--- config.mk ---
export PLATFORM = sky130hd
export DESIGN_NAME = control_sequencer_flat
export DESIGN_NICKNAME = d
export VERILOG_FILES = /design/src/rtl/control_sequencer_if.sv /design/src/rtl/control_sequencer.sv /design/src/flat_wrapper.sv
export SDC_FILE = /design/constraint.sdc
export NUM_CORES = 1
export LEC_CHECK = 0
export CAP_MARGIN = 20
export CORE_ASPECT_RATIO = 0.75
export CORE_UTILIZATION = 40
export CTS_CLUSTER_DIAMETER = 60
export DETAILED_ROUTE_END_ITERATION = 6
export PLACE_DENSITY = 0.85
export SLEW_MARGIN = 20
export SYNTH_ARGS = -nofsm -noshare
export SYNTH_HDL_FRONTEND = slang
export SYNTH_SLANG_ARGS = --single-unit
--- constraint.sdc ---
create_clock -name clk -period 4.35 [get_ports clk]
set_input_delay 0.435 -clock clk [delete_from_list [all_inputs] [get_ports clk]]
set_output_delay 0.435 -clock clk [all_outputs]
set_load 0.1 [all_outputs]
--- src/rtl/control_sequencer_if.sv ---
// Control bundle between the T-state sequencer and the datapath / memory / register-select logic.
// Latency: wires only; no state.
// Backpressure: mem_ready is the only return path; it stalls the sequencer in its wait states.
interface control_sequencer_if;
    logic        start;
    logic [31:0] ir;
    logic        mem_ready;

    logic        PCout, MARin, IncPC, PCin, Zin, Zlowout, Yin, Cout;
    logic        MDRin, MDRout, IRin, Read, Write;
    logic        Gra, Grb, Grc, Rin, Rout, BAout;
    logic [3:0]  alu_op;
    logic        run;
    logic        illegal;
    logic        mem_err;

    modport master (
        input  start, ir, mem_ready,
        output PCout, MARin, IncPC, PCin, Zin, Zlowout, Yin, Cout,
        output MDRin, MDRout, IRin, Read, Write,
        output Gra, Grb, Grc, Rin, Rout, BAout,
        output alu_op, run, illegal, mem_err
    );

    modport slave (
        output start, ir, mem_ready,
        input  PCout, MARin, IncPC, PCin, Zin, Zlowout, Yin, Cout,
        input  MDRin, MDRout, IRin, Read, Write,
        input  Gra, Grb, Grc, Rin, Rout, BAout,
        input  alu_op, run, illegal, mem_err
    );
endinterface

--- src/rtl/control_sequencer.sv ---
// Hardwired T-state controller driving datapath, memory and register-select strobes.
// Latency: strobes are a Moore decode of the state register; 3-cycle fetch, 6/8/3 cycles per instruction.
// Backpressure: fetch T1, ld T6 and st T7 hold on mem_ready; WAIT_MAX stalled cycles set sticky mem_err and halt.
module control_sequencer #(
    parameter int unsigned WAIT_MAX = 255
) (
    input  logic                clk,
    input  logic                reset,
    control_sequencer_if.master bus
);
    localparam logic [7:0] WAIT_LIM = 8'(WAIT_MAX);

    localparam logic [4:0] OP_LD   = 5'b00000;
    localparam logic [4:0] OP_LDI  = 5'b00001;
    localparam logic [4:0] OP_ST   = 5'b00010;
    localparam logic [4:0] OP_ADD  = 5'b00011;
    localparam logic [4:0] OP_SUB  = 5'b00100;
    localparam logic [4:0] OP_AND  = 5'b00101;
    localparam logic [4:0] OP_OR   = 5'b00110;
    localparam logic [4:0] OP_ADDI = 5'b01100;
    localparam logic [4:0] OP_ANDI = 5'b01101;
    localparam logic [4:0] OP_ORI  = 5'b01110;
    localparam logic [4:0] OP_NOP  = 5'b11010;
    localparam logic [4:0] OP_HALT = 5'b11011;

    localparam logic [3:0] ALU_ADD = 4'b0000;
    localparam logic [3:0] ALU_SUB = 4'b0001;
    localparam logic [3:0] ALU_AND = 4'b0010;
    localparam logic [3:0] ALU_OR  = 4'b0011;

    typedef enum logic [3:0] {
        S_IDLE, S_T0, S_T1, S_T2, S_T3, S_T4, S_T5, S_T6, S_T7, S_HALT
    } state_t;

    state_t     state_q, state_d;
    logic [7:0] wait_cnt_q, wait_cnt_d;
    logic       mem_err_q, mem_err_d;

    logic [4:0] opc;
    logic       is_alu, is_imm, is_ldi, is_ld, is_st, is_nop, is_halt, is_addr, is_exec;
    logic       is_wait, timeout;
    logic [3:0] alu_sel;
    logic       unused_ir;

    // Only the opcode steers control; register fields and C go straight to the datapath.
    assign opc       = bus.ir[31:27];
    assign unused_ir = ^bus.ir[26:0];

    assign is_alu  = (opc == OP_ADD) || (opc == OP_SUB) || (opc == OP_AND) || (opc == OP_OR);
    assign is_imm  = (opc == OP_ADDI) || (opc == OP_ANDI) || (opc == OP_ORI);
    assign is_ldi  = (opc == OP_LDI);
    assign is_ld   = (opc == OP_LD);
    assign is_st   = (opc == OP_ST);
    assign is_nop  = (opc == OP_NOP);
    assign is_halt = (opc == OP_HALT);
    assign is_addr = is_ldi || is_ld || is_st;
    assign is_exec = is_alu || is_imm || is_addr;

    // A wait state is one that holds for mem_ready; the counter only runs while stalled there.
    assign is_wait = (state_q == S_T1) || ((state_q == S_T6) && is_ld) || ((state_q == S_T7) && is_st);
    assign timeout = is_wait && !bus.mem_ready && ((wait_cnt_q + 8'd1) == WAIT_LIM);

    // ALU function for register and immediate forms; address arithmetic always adds.
    always_comb begin
        alu_sel = ALU_ADD;
        case (opc)
            OP_SUB:          alu_sel = ALU_SUB;
            OP_AND, OP_ANDI: alu_sel = ALU_AND;
            OP_OR, OP_ORI:   alu_sel = ALU_OR;
            default:         alu_sel = ALU_ADD;
        endcase
    end

    // Next state, wait counter and sticky error.
    always_comb begin
        state_d    = state_q;
        wait_cnt_d = (is_wait && !bus.mem_ready) ? wait_cnt_q + 8'd1 : 8'd0;
        mem_err_d  = mem_err_q || timeout;
        case (state_q)
            S_IDLE: if (bus.start) state_d = S_T0;
            S_T0:   state_d = S_T1;
            S_T1:   if (bus.mem_ready) state_d = S_T2;
            S_T2:   state_d = is_nop ? S_T0 : (is_halt ? S_HALT : S_T3);
            S_T3:   state_d = is_exec ? S_T4 : S_T0;
            S_T4:   state_d = S_T5;
            S_T5:   state_d = (is_ld || is_st) ? S_T6 : S_T0;
            S_T6:   if (!(is_ld && !bus.mem_ready)) state_d = S_T7;
            S_T7:   if (!(is_st && !bus.mem_ready)) state_d = S_T0;
            S_HALT: state_d = S_HALT;
            default: state_d = S_IDLE;
        endcase
        if (timeout) state_d = S_HALT;
    end

    // State register with synchronous reset.
    always_ff @(posedge clk) begin
        if (reset) begin
            state_q    <= S_IDLE;
            wait_cnt_q <= 8'd0;
            mem_err_q  <= 1'b0;
        end else begin
            state_q    <= state_d;
            wait_cnt_q <= wait_cnt_d;
            mem_err_q  <= mem_err_d;
        end
    end

    // Moore strobe decode; ir is read from T3 on, after IRin has loaded the new word.
    always_comb begin
        bus.PCout = 1'b0; bus.MARin = 1'b0; bus.IncPC = 1'b0; bus.PCin = 1'b0;
        bus.Zin = 1'b0; bus.Zlowout = 1'b0; bus.Yin = 1'b0; bus.Cout = 1'b0;
        bus.MDRin = 1'b0; bus.MDRout = 1'b0; bus.IRin = 1'b0; bus.Read = 1'b0; bus.Write = 1'b0;
        bus.Gra = 1'b0; bus.Grb = 1'b0; bus.Grc = 1'b0; bus.Rin = 1'b0; bus.Rout = 1'b0; bus.BAout = 1'b0;
        bus.alu_op  = ALU_ADD;
        bus.illegal = 1'b0;
        bus.run     = (state_q != S_IDLE) && (state_q != S_HALT);
        bus.mem_err = mem_err_q;
        case (state_q)
            S_T0: begin bus.PCout = 1'b1; bus.MARin = 1'b1; bus.IncPC = 1'b1; bus.Zin = 1'b1; end
            S_T1: begin bus.Zlowout = 1'b1; bus.PCin = 1'b1; bus.Read = 1'b1; bus.MDRin = 1'b1; end
            S_T2: begin bus.MDRout = 1'b1; bus.IRin = 1'b1; end
            S_T3: begin
                if (is_exec) begin
                    bus.Grb   = 1'b1;
                    bus.Yin   = 1'b1;
                    bus.Rout  = is_alu || is_imm;
                    bus.BAout = is_addr;
                end else begin
                    bus.illegal = 1'b1;
                end
            end
            S_T4: begin
                if (is_exec) begin
                    bus.Zin    = 1'b1;
                    bus.Grc    = is_alu;
                    bus.Rout   = is_alu;
                    bus.Cout   = !is_alu;
                    bus.alu_op = (is_alu || is_imm) ? alu_sel : ALU_ADD;
                end
            end
            S_T5: begin
                if (is_exec) begin
                    bus.Zlowout = 1'b1;
                    bus.MARin   = is_ld || is_st;
                    bus.Gra     = !(is_ld || is_st);
                    bus.Rin     = !(is_ld || is_st);
                end
            end
            S_T6: begin
                if (is_ld) begin bus.Read = 1'b1; bus.MDRin = 1'b1; end
                else if (is_st) begin bus.Gra = 1'b1; bus.Rout = 1'b1; bus.MDRin = 1'b1; end
            end
            S_T7: begin
                if (is_ld) begin bus.MDRout = 1'b1; bus.Gra = 1'b1; bus.Rin = 1'b1; end
                else if (is_st) bus.Write = 1'b1;
            end
            default: ;
        endcase
    end
endmodule

--- src/flat_wrapper.sv ---
// flat-port wrapper written by rule: the top's interface ports become plain ports
module control_sequencer_flat 
#(
    parameter int unsigned WAIT_MAX = 255
)
  (clk, reset, bus_start, bus_ir, bus_mem_ready, bus_PCout, bus_MARin, bus_IncPC, bus_PCin, bus_Zin, bus_Zlowout, bus_Yin, bus_Cout, bus_MDRin, bus_MDRout, bus_IRin, bus_Read, bus_Write, bus_Gra, bus_Grb, bus_Grc, bus_Rin, bus_Rout, bus_BAout, bus_alu_op, bus_run, bus_illegal, bus_mem_err);
  control_sequencer_if bus_i ();
  input  logic clk;
  input  logic reset;
  input wire logic [$bits(bus_i.start)-1:0] bus_start;
  input wire logic [$bits(bus_i.ir)-1:0] bus_ir;
  input wire logic [$bits(bus_i.mem_ready)-1:0] bus_mem_ready;
  output wire logic [$bits(bus_i.PCout)-1:0] bus_PCout;
  output wire logic [$bits(bus_i.MARin)-1:0] bus_MARin;
  output wire logic [$bits(bus_i.IncPC)-1:0] bus_IncPC;
  output wire logic [$bits(bus_i.PCin)-1:0] bus_PCin;
  output wire logic [$bits(bus_i.Zin)-1:0] bus_Zin;
  output wire logic [$bits(bus_i.Zlowout)-1:0] bus_Zlowout;
  output wire logic [$bits(bus_i.Yin)-1:0] bus_Yin;
  output wire logic [$bits(bus_i.Cout)-1:0] bus_Cout;
  output wire logic [$bits(bus_i.MDRin)-1:0] bus_MDRin;
  output wire logic [$bits(bus_i.MDRout)-1:0] bus_MDRout;
  output wire logic [$bits(bus_i.IRin)-1:0] bus_IRin;
  output wire logic [$bits(bus_i.Read)-1:0] bus_Read;
  output wire logic [$bits(bus_i.Write)-1:0] bus_Write;
  output wire logic [$bits(bus_i.Gra)-1:0] bus_Gra;
  output wire logic [$bits(bus_i.Grb)-1:0] bus_Grb;
  output wire logic [$bits(bus_i.Grc)-1:0] bus_Grc;
  output wire logic [$bits(bus_i.Rin)-1:0] bus_Rin;
  output wire logic [$bits(bus_i.Rout)-1:0] bus_Rout;
  output wire logic [$bits(bus_i.BAout)-1:0] bus_BAout;
  output wire logic [$bits(bus_i.alu_op)-1:0] bus_alu_op;
  output wire logic [$bits(bus_i.run)-1:0] bus_run;
  output wire logic [$bits(bus_i.illegal)-1:0] bus_illegal;
  output wire logic [$bits(bus_i.mem_err)-1:0] bus_mem_err;
  assign bus_i.start = bus_start;
  assign bus_i.ir = bus_ir;
  assign bus_i.mem_ready = bus_mem_ready;
  assign bus_PCout = bus_i.PCout;
  assign bus_MARin = bus_i.MARin;
  assign bus_IncPC = bus_i.IncPC;
  assign bus_PCin = bus_i.PCin;
  assign bus_Zin = bus_i.Zin;
  assign bus_Zlowout = bus_i.Zlowout;
  assign bus_Yin = bus_i.Yin;
  assign bus_Cout = bus_i.Cout;
  assign bus_MDRin = bus_i.MDRin;
  assign bus_MDRout = bus_i.MDRout;
  assign bus_IRin = bus_i.IRin;
  assign bus_Read = bus_i.Read;
  assign bus_Write = bus_i.Write;
  assign bus_Gra = bus_i.Gra;
  assign bus_Grb = bus_i.Grb;
  assign bus_Grc = bus_i.Grc;
  assign bus_Rin = bus_i.Rin;
  assign bus_Rout = bus_i.Rout;
  assign bus_BAout = bus_i.BAout;
  assign bus_alu_op = bus_i.alu_op;
  assign bus_run = bus_i.run;
  assign bus_illegal = bus_i.illegal;
  assign bus_mem_err = bus_i.mem_err;
  control_sequencer #(.WAIT_MAX(WAIT_MAX)) u_core (.clk(clk), .reset(reset), .bus(bus_i));
endmodule
### Yosys cells after proc, flatten, opt, wreduce, memory -nomap -nowiden

Cells that the tools add are included.

* register bits after elaboration: 13
* input port bits: 36
* output and inout port bits: 26
* word-level logic and storage cells: 112

* add/subtract/negate cells: 1
* eq/ne operators: 30
* mux-type cells: 44
* bitwise operators: 1
* reductions and logical operators: 32

Operators by type and width (count)
* one-hot mux 4 bit (10 select lines): 1
* two-way mux 4 bit: 9
* two-way mux 1 bit: 21
* == test 4 x 3 -> 1 bit (second input constant): 4
* == test 5 x 3 -> 1 bit (second input constant): 3
* == test 5 x 4 -> 1 bit (second input constant): 3
* one-hot mux 1 bit (2 select lines): 7
* logical OR 1 bit: 13
* != test 3 x 2 -> 1 bit (second input constant): 4
* == test 5 x 2 -> 1 bit (second input constant): 2
* == test 5 bit (second input constant): 2
* adder 8 x 1 -> 8 bit (second input constant): 1
* == test 4 x 2 -> 1 bit (second input constant): 2
* == test 4 bit (second input constant): 2
* == test 8 bit (second input constant): 1
* != test 2 bit (second input constant): 4
* AND reduction 4 bit: 2
* OR reduction 2 bit: 4
* logical AND 1 bit: 7
* two-way mux 3 bit: 2
* one-hot mux 1 bit (3 select lines): 2
* one-hot mux 2 bit (3 select lines): 1
* == test 5 x 1 -> 1 bit (second input constant): 1
* logical NOT 5 bit: 1
* other kinds (7): 9

### Longest topological paths before layout

* word-level depth: 9
* gate-level depth with buffers: 6
* gate-level depth less buffers: 6

### Worst setup path after synthesis

No wires, ideal clock.

* kind: in2out
* start: in bus_ir[28]
* end: out bus_Rout
* arrival time: 4.060 ns
* required time: 3.915 ns
* slack: -0.145 ns
* stages: 6
* buffers on the path: 2
* cells stage by stage: buf_2 > and2_1 > clkbuf_1 > xnor2_1 > nor3_1 > a221o_1

* word-level cells in the longest chain between the ends: 8

Ends and longest elaborated chain
* from (decl): RTL line flat_wrapper.sv:11 `input wire logic [$bits(bus_i.ir)-1:0] bus_ir;`
* == test 5 x 2 -> 1 bit or == test 5 x 3 -> 1 bit (tied branches): RTL line control_sequencer.sv:49 `assign is_alu = (opc == OP_ADD) || (opc == OP_SUB) || (opc == OP_AND) || (opc == OP_OR);`
* logical OR 1 bit (3 in series): RTL line control_sequencer.sv:49
* logical OR 1 bit: RTL line control_sequencer.sv:57, control_sequencer.sv:126
* logical OR 1 bit: RTL line control_sequencer.sv:57 `assign is_exec = is_alu || is_imm || is_addr;`
* two-way mux 1 bit (on tied branches): RTL line control_sequencer.sv:133, control_sequencer.sv:123
* one-hot mux 1 bit (3 select lines) *: RTL line control_sequencer.sv:118 `case (state_q)`
* to (decl): RTL line flat_wrapper.sv:30 `output wire logic [$bits(bus_i.Rout)-1:0] bus_Rout;`

Mark *: on every way between the ends. The rest lies on a longest branch, timed or not.

### Worst setup path after layout

* start: reg u_core.state_q[1]
* end: out bus_PCin

* word-level cells in the longest chain between the ends: 2

Ends and longest elaborated chain
* from (decl): RTL line control_sequencer.sv:35 `state_t state_q, state_d;`
* from (signal assigned): RTL line control_sequencer.sv:102 `state_q <= state_d;`
* == test 4 x 2 -> 1 bit: RTL line control_sequencer.sv:118
* two-way mux 1 bit: RTL line control_sequencer.sv:118
* to (decl): RTL line flat_wrapper.sv:16 `output wire logic [$bits(bus_i.PCin)-1:0] bus_PCin;`

Every way passes these cells.

==> results.md <==
* Area occupied by multi-input gates at 726.9 um^2
* Vias in the first global route at 1002
* Relative slew slack at 35.07%
* Internal at 279.8 uW
* Die Area at 2842 um^2
* CP endpoint kind: primary output
* Starting DRT DRC Count at 57
* DR vias at 1142
* Min-Delay Path Class: flip-flop to flip-flop
* Initial antenna violation count at 0
* Synth Instances at 141
* Worst path max stage delay at 1.13 ns
* Pins Over Slew Limit at 0
* Drt via density at 5.682
* First drt pass iteration count at 4
* Crit path arrival time at 2.73 ns
* P_leak at 0.5116 nW
* Met1 GRT Util at 27.56%
* Residual DRC count at 0
* Post-Synth Simple-Gate Area at 36.27%
* Placed wire-length estimate at 2.161 mm
* Placer Congestion at 0.8419
* Pin count of the biggest net entering global routing at 18
* Fin. Hold Viols at 0
* P&R area growth vs syn at 28.18%
* Max-cap viol count at 0
* Synth top area share at 24.73%
* First-pass GRT wire length at 4.347 mm
* Bufs on Longest Clock Path at 2
* N_diodes at 0
* Max FO, Critical Path at 13
* Setup violators final at 0
* Minimum clock period at 3.168 ns
* H-tree Lvls at 1
* I/O pin count at 62
* Share of post-route cells with drive strength above 1 at 16.17%
* CTS root buf: clkbuf_4
* Total GRT Usage at 20.71%
* Synth unique cells at 47
* Fill count at 226
* Max Clock Freq at 0.3157 GHz
* R2R setup slack at 2.29 ns
* Register area at 260.3 um^2
* Resized cells post-CTS at 0
* Synth async-reset ratio at 0%
* Die height at 46.42 um
* Worst-Margin Slew at 0.9708 ns
* M2 GR Usage at 33.70%
* Cts-stage hold buffer count at 0
* Startpoint types: flip-flop
* Total grt overflow at 0
* Combinational share of power at 68.5%
* WP data required at 3.91 ns
* Synth area leader: dfxtp_1
* Xor and xnor area share after synthesis at 6.659%
* Clk Latency, worst-skew pair at 0.28 ns
* Switching power at 460.4 uW
* # port buffers at 32
* Layout Skew at 0.005920 ns
* Post-synthesis compound-gate area fraction at 21.64%
* Syn avg cell area at 7.463 um^2
* Wire length per cell at 13.69 um
* Routed WL at 2.751 mm
* Post-DRT Antenna Nets at 0
* Post-synthesis mux area share at 0.9512%
* Main synth FF type: dfxtp_1
* Post-Synth Adder-Cell Area at 2.378%
* Met3 GRT Util at 3.652%
* Synth warn at 0
* Switching Share at 62.20%
* Synth top area cells: dfxtp_1 (25%), nor2_1 (6.8%), xor2_1 (5.0%)
* Initial Utilization at 44.15%
* Slowest CP cell: clkdlybuf4s50_1
* Clock Sinks at 13
* CTS buffer count at 3
* Post-synth EDFFs at 0
* Fin nets at 206
* Rows at 15
* Clock power share at 10.1%
* Clock transition at path regs at 0.08 ns
* Dpl cells at 197
* Non-Filler Instances at 201
* Run status: finished, final reports clean
* RSZ-0062 raised after global routing: false
* Die W at 61.23 um
* Crit Path Category: flip-flop to primary output
* Tcrit/Tclk final at 72.83%
* Synthesized area at 1052 um^2
* Gr busiest metal: met2
* Seq pwr share at 21.3%
* Postcts setup bufs at 0
* Post-synth top cells: nor2_1 (19), dfxtp_1 (13), nand2_1 (10)
* Power per cell area at 548.8 nW/um^2
* Cell Chain, Critical Path: nand2b_1 -> or3_1 -> inv_1 -> clkdlybuf4s50_1
* Largest family of logic cells by synthesized area: simple AND/OR/NAND/NOR gates
* CTS tree: built
* Worst VDD drop at 0.0002241 V
* Most frequent cell after synthesis: nor2_1
* Setup TNS at 0 ns
* CORE AREA at 2384 um^2
* Register area share after synthesis at 24.73%
* Synth Register Bits at 13
==> critical path, delay by kind of cell (launching register included) <==
kind,cells,cell delay [ns]
buffers and inverters,2,1.22
flip-flops,1,0.53
AND/OR/NAND/NOR,2,0.70
==> layer usage <==
layer	up-vias	wire length [um]
li1	558	-
met1	530	1279
met2	50	1312
met3	4	140
met4	0	18
met5	-	0
==> state kept, by name, indices dropped and copies added (netlist names) <==
register and count:
u_core.bus.mem_err 1, u_core.state_q 4, u_core.wait_cnt_q 8
==> logic make-up after synthesis <==
group,Yosys count
flops,13
simple gates,71
buf+inv,15
xor+xnor,8
fa+ha+maj,2
other cells,1
mux,1
compound gates,30
==> cells in the final DEF, fill, tap and decap left out, drive strengths merged, types with 3 or more instances in the layout <==
cell           netlist  routed
nor2                19      19
o21ai                7       7
buf                  7      17
clkbuf               4       4
nor4                 3       3
o22ai                4       4
a211oi               4       4
dfxtp               13      13
nor3                 5       5
inv                  4       4
xor2                 6       6
nor2b                5       5
and2                 3       3
clkdlybuf4s50        0      15
nand3                6       6
nand2b               7       7
nand2               11      11
==> power groups by stage <==
stage / sequential [mW] / clock [mW] / combinational, mW
floorplan: 0.139 / 0 / 0.438
global placement: 0.159 / 0 / 0.500
detailed placement: 0.160 / 0 / 0.507
CTS: 0.157 / 0.0778 / 0.508
global route: 0.163 / 0.0832 / 0.526
finish: 0.158 / 0.0751 / 0.507
==> final timing paths <==
kind                             start                   end  cells past startpoint
setup reg to reg     u_core.state_q[3]     u_core.state_q[1]                      5
setup / recovery     u_core.state_q[1]              bus_PCin                      4
hold / removal    u_core.wait_cnt_q[0]  u_core.wait_cnt_q[0]                      1
hold reg to reg   u_core.wait_cnt_q[0]  u_core.wait_cnt_q[0]                      1
==> through the flow <==
| stage | total power [mW] | hold WS, ns | worst slack [ns] | util [%] | instance area [um^2] |
|---|---|---|---|---|---|
| 4_1_cts | 0.7423 | 0.4723 | 1.177 | 56.59 | 1349 |
| 6_report | 0.7402 | 0.4637 | 1.182 | 56.59 | 1349 |
| 3_5_place_dp | 0.6666 | 0.4518 | 1.286 | 55.49 | 1323 |
| 3_3_place_gp | 0.6596 | 0.4432 | 1.321 | 55.49 | 1323 |
| 2_1_floorplan | 0.5765 | 0.4297 | 0.03662 | - | 1061 |
| 5_1_grt | 0.7724 | 0.5061 | 1.069 | 56.59 | 1349 |
==> area by class of cell <==
class | instances | area share (%)
tap | 34 | 3.154
sequential | 13 | 19.30
multi-input combinational | 114 | 53.90
timing repair buffer | 32 | 20.59
inverter | 4 | 1.113
clock buffer | 4 | 1.948
Note: power is estimated with default switching activity, not from simulation.
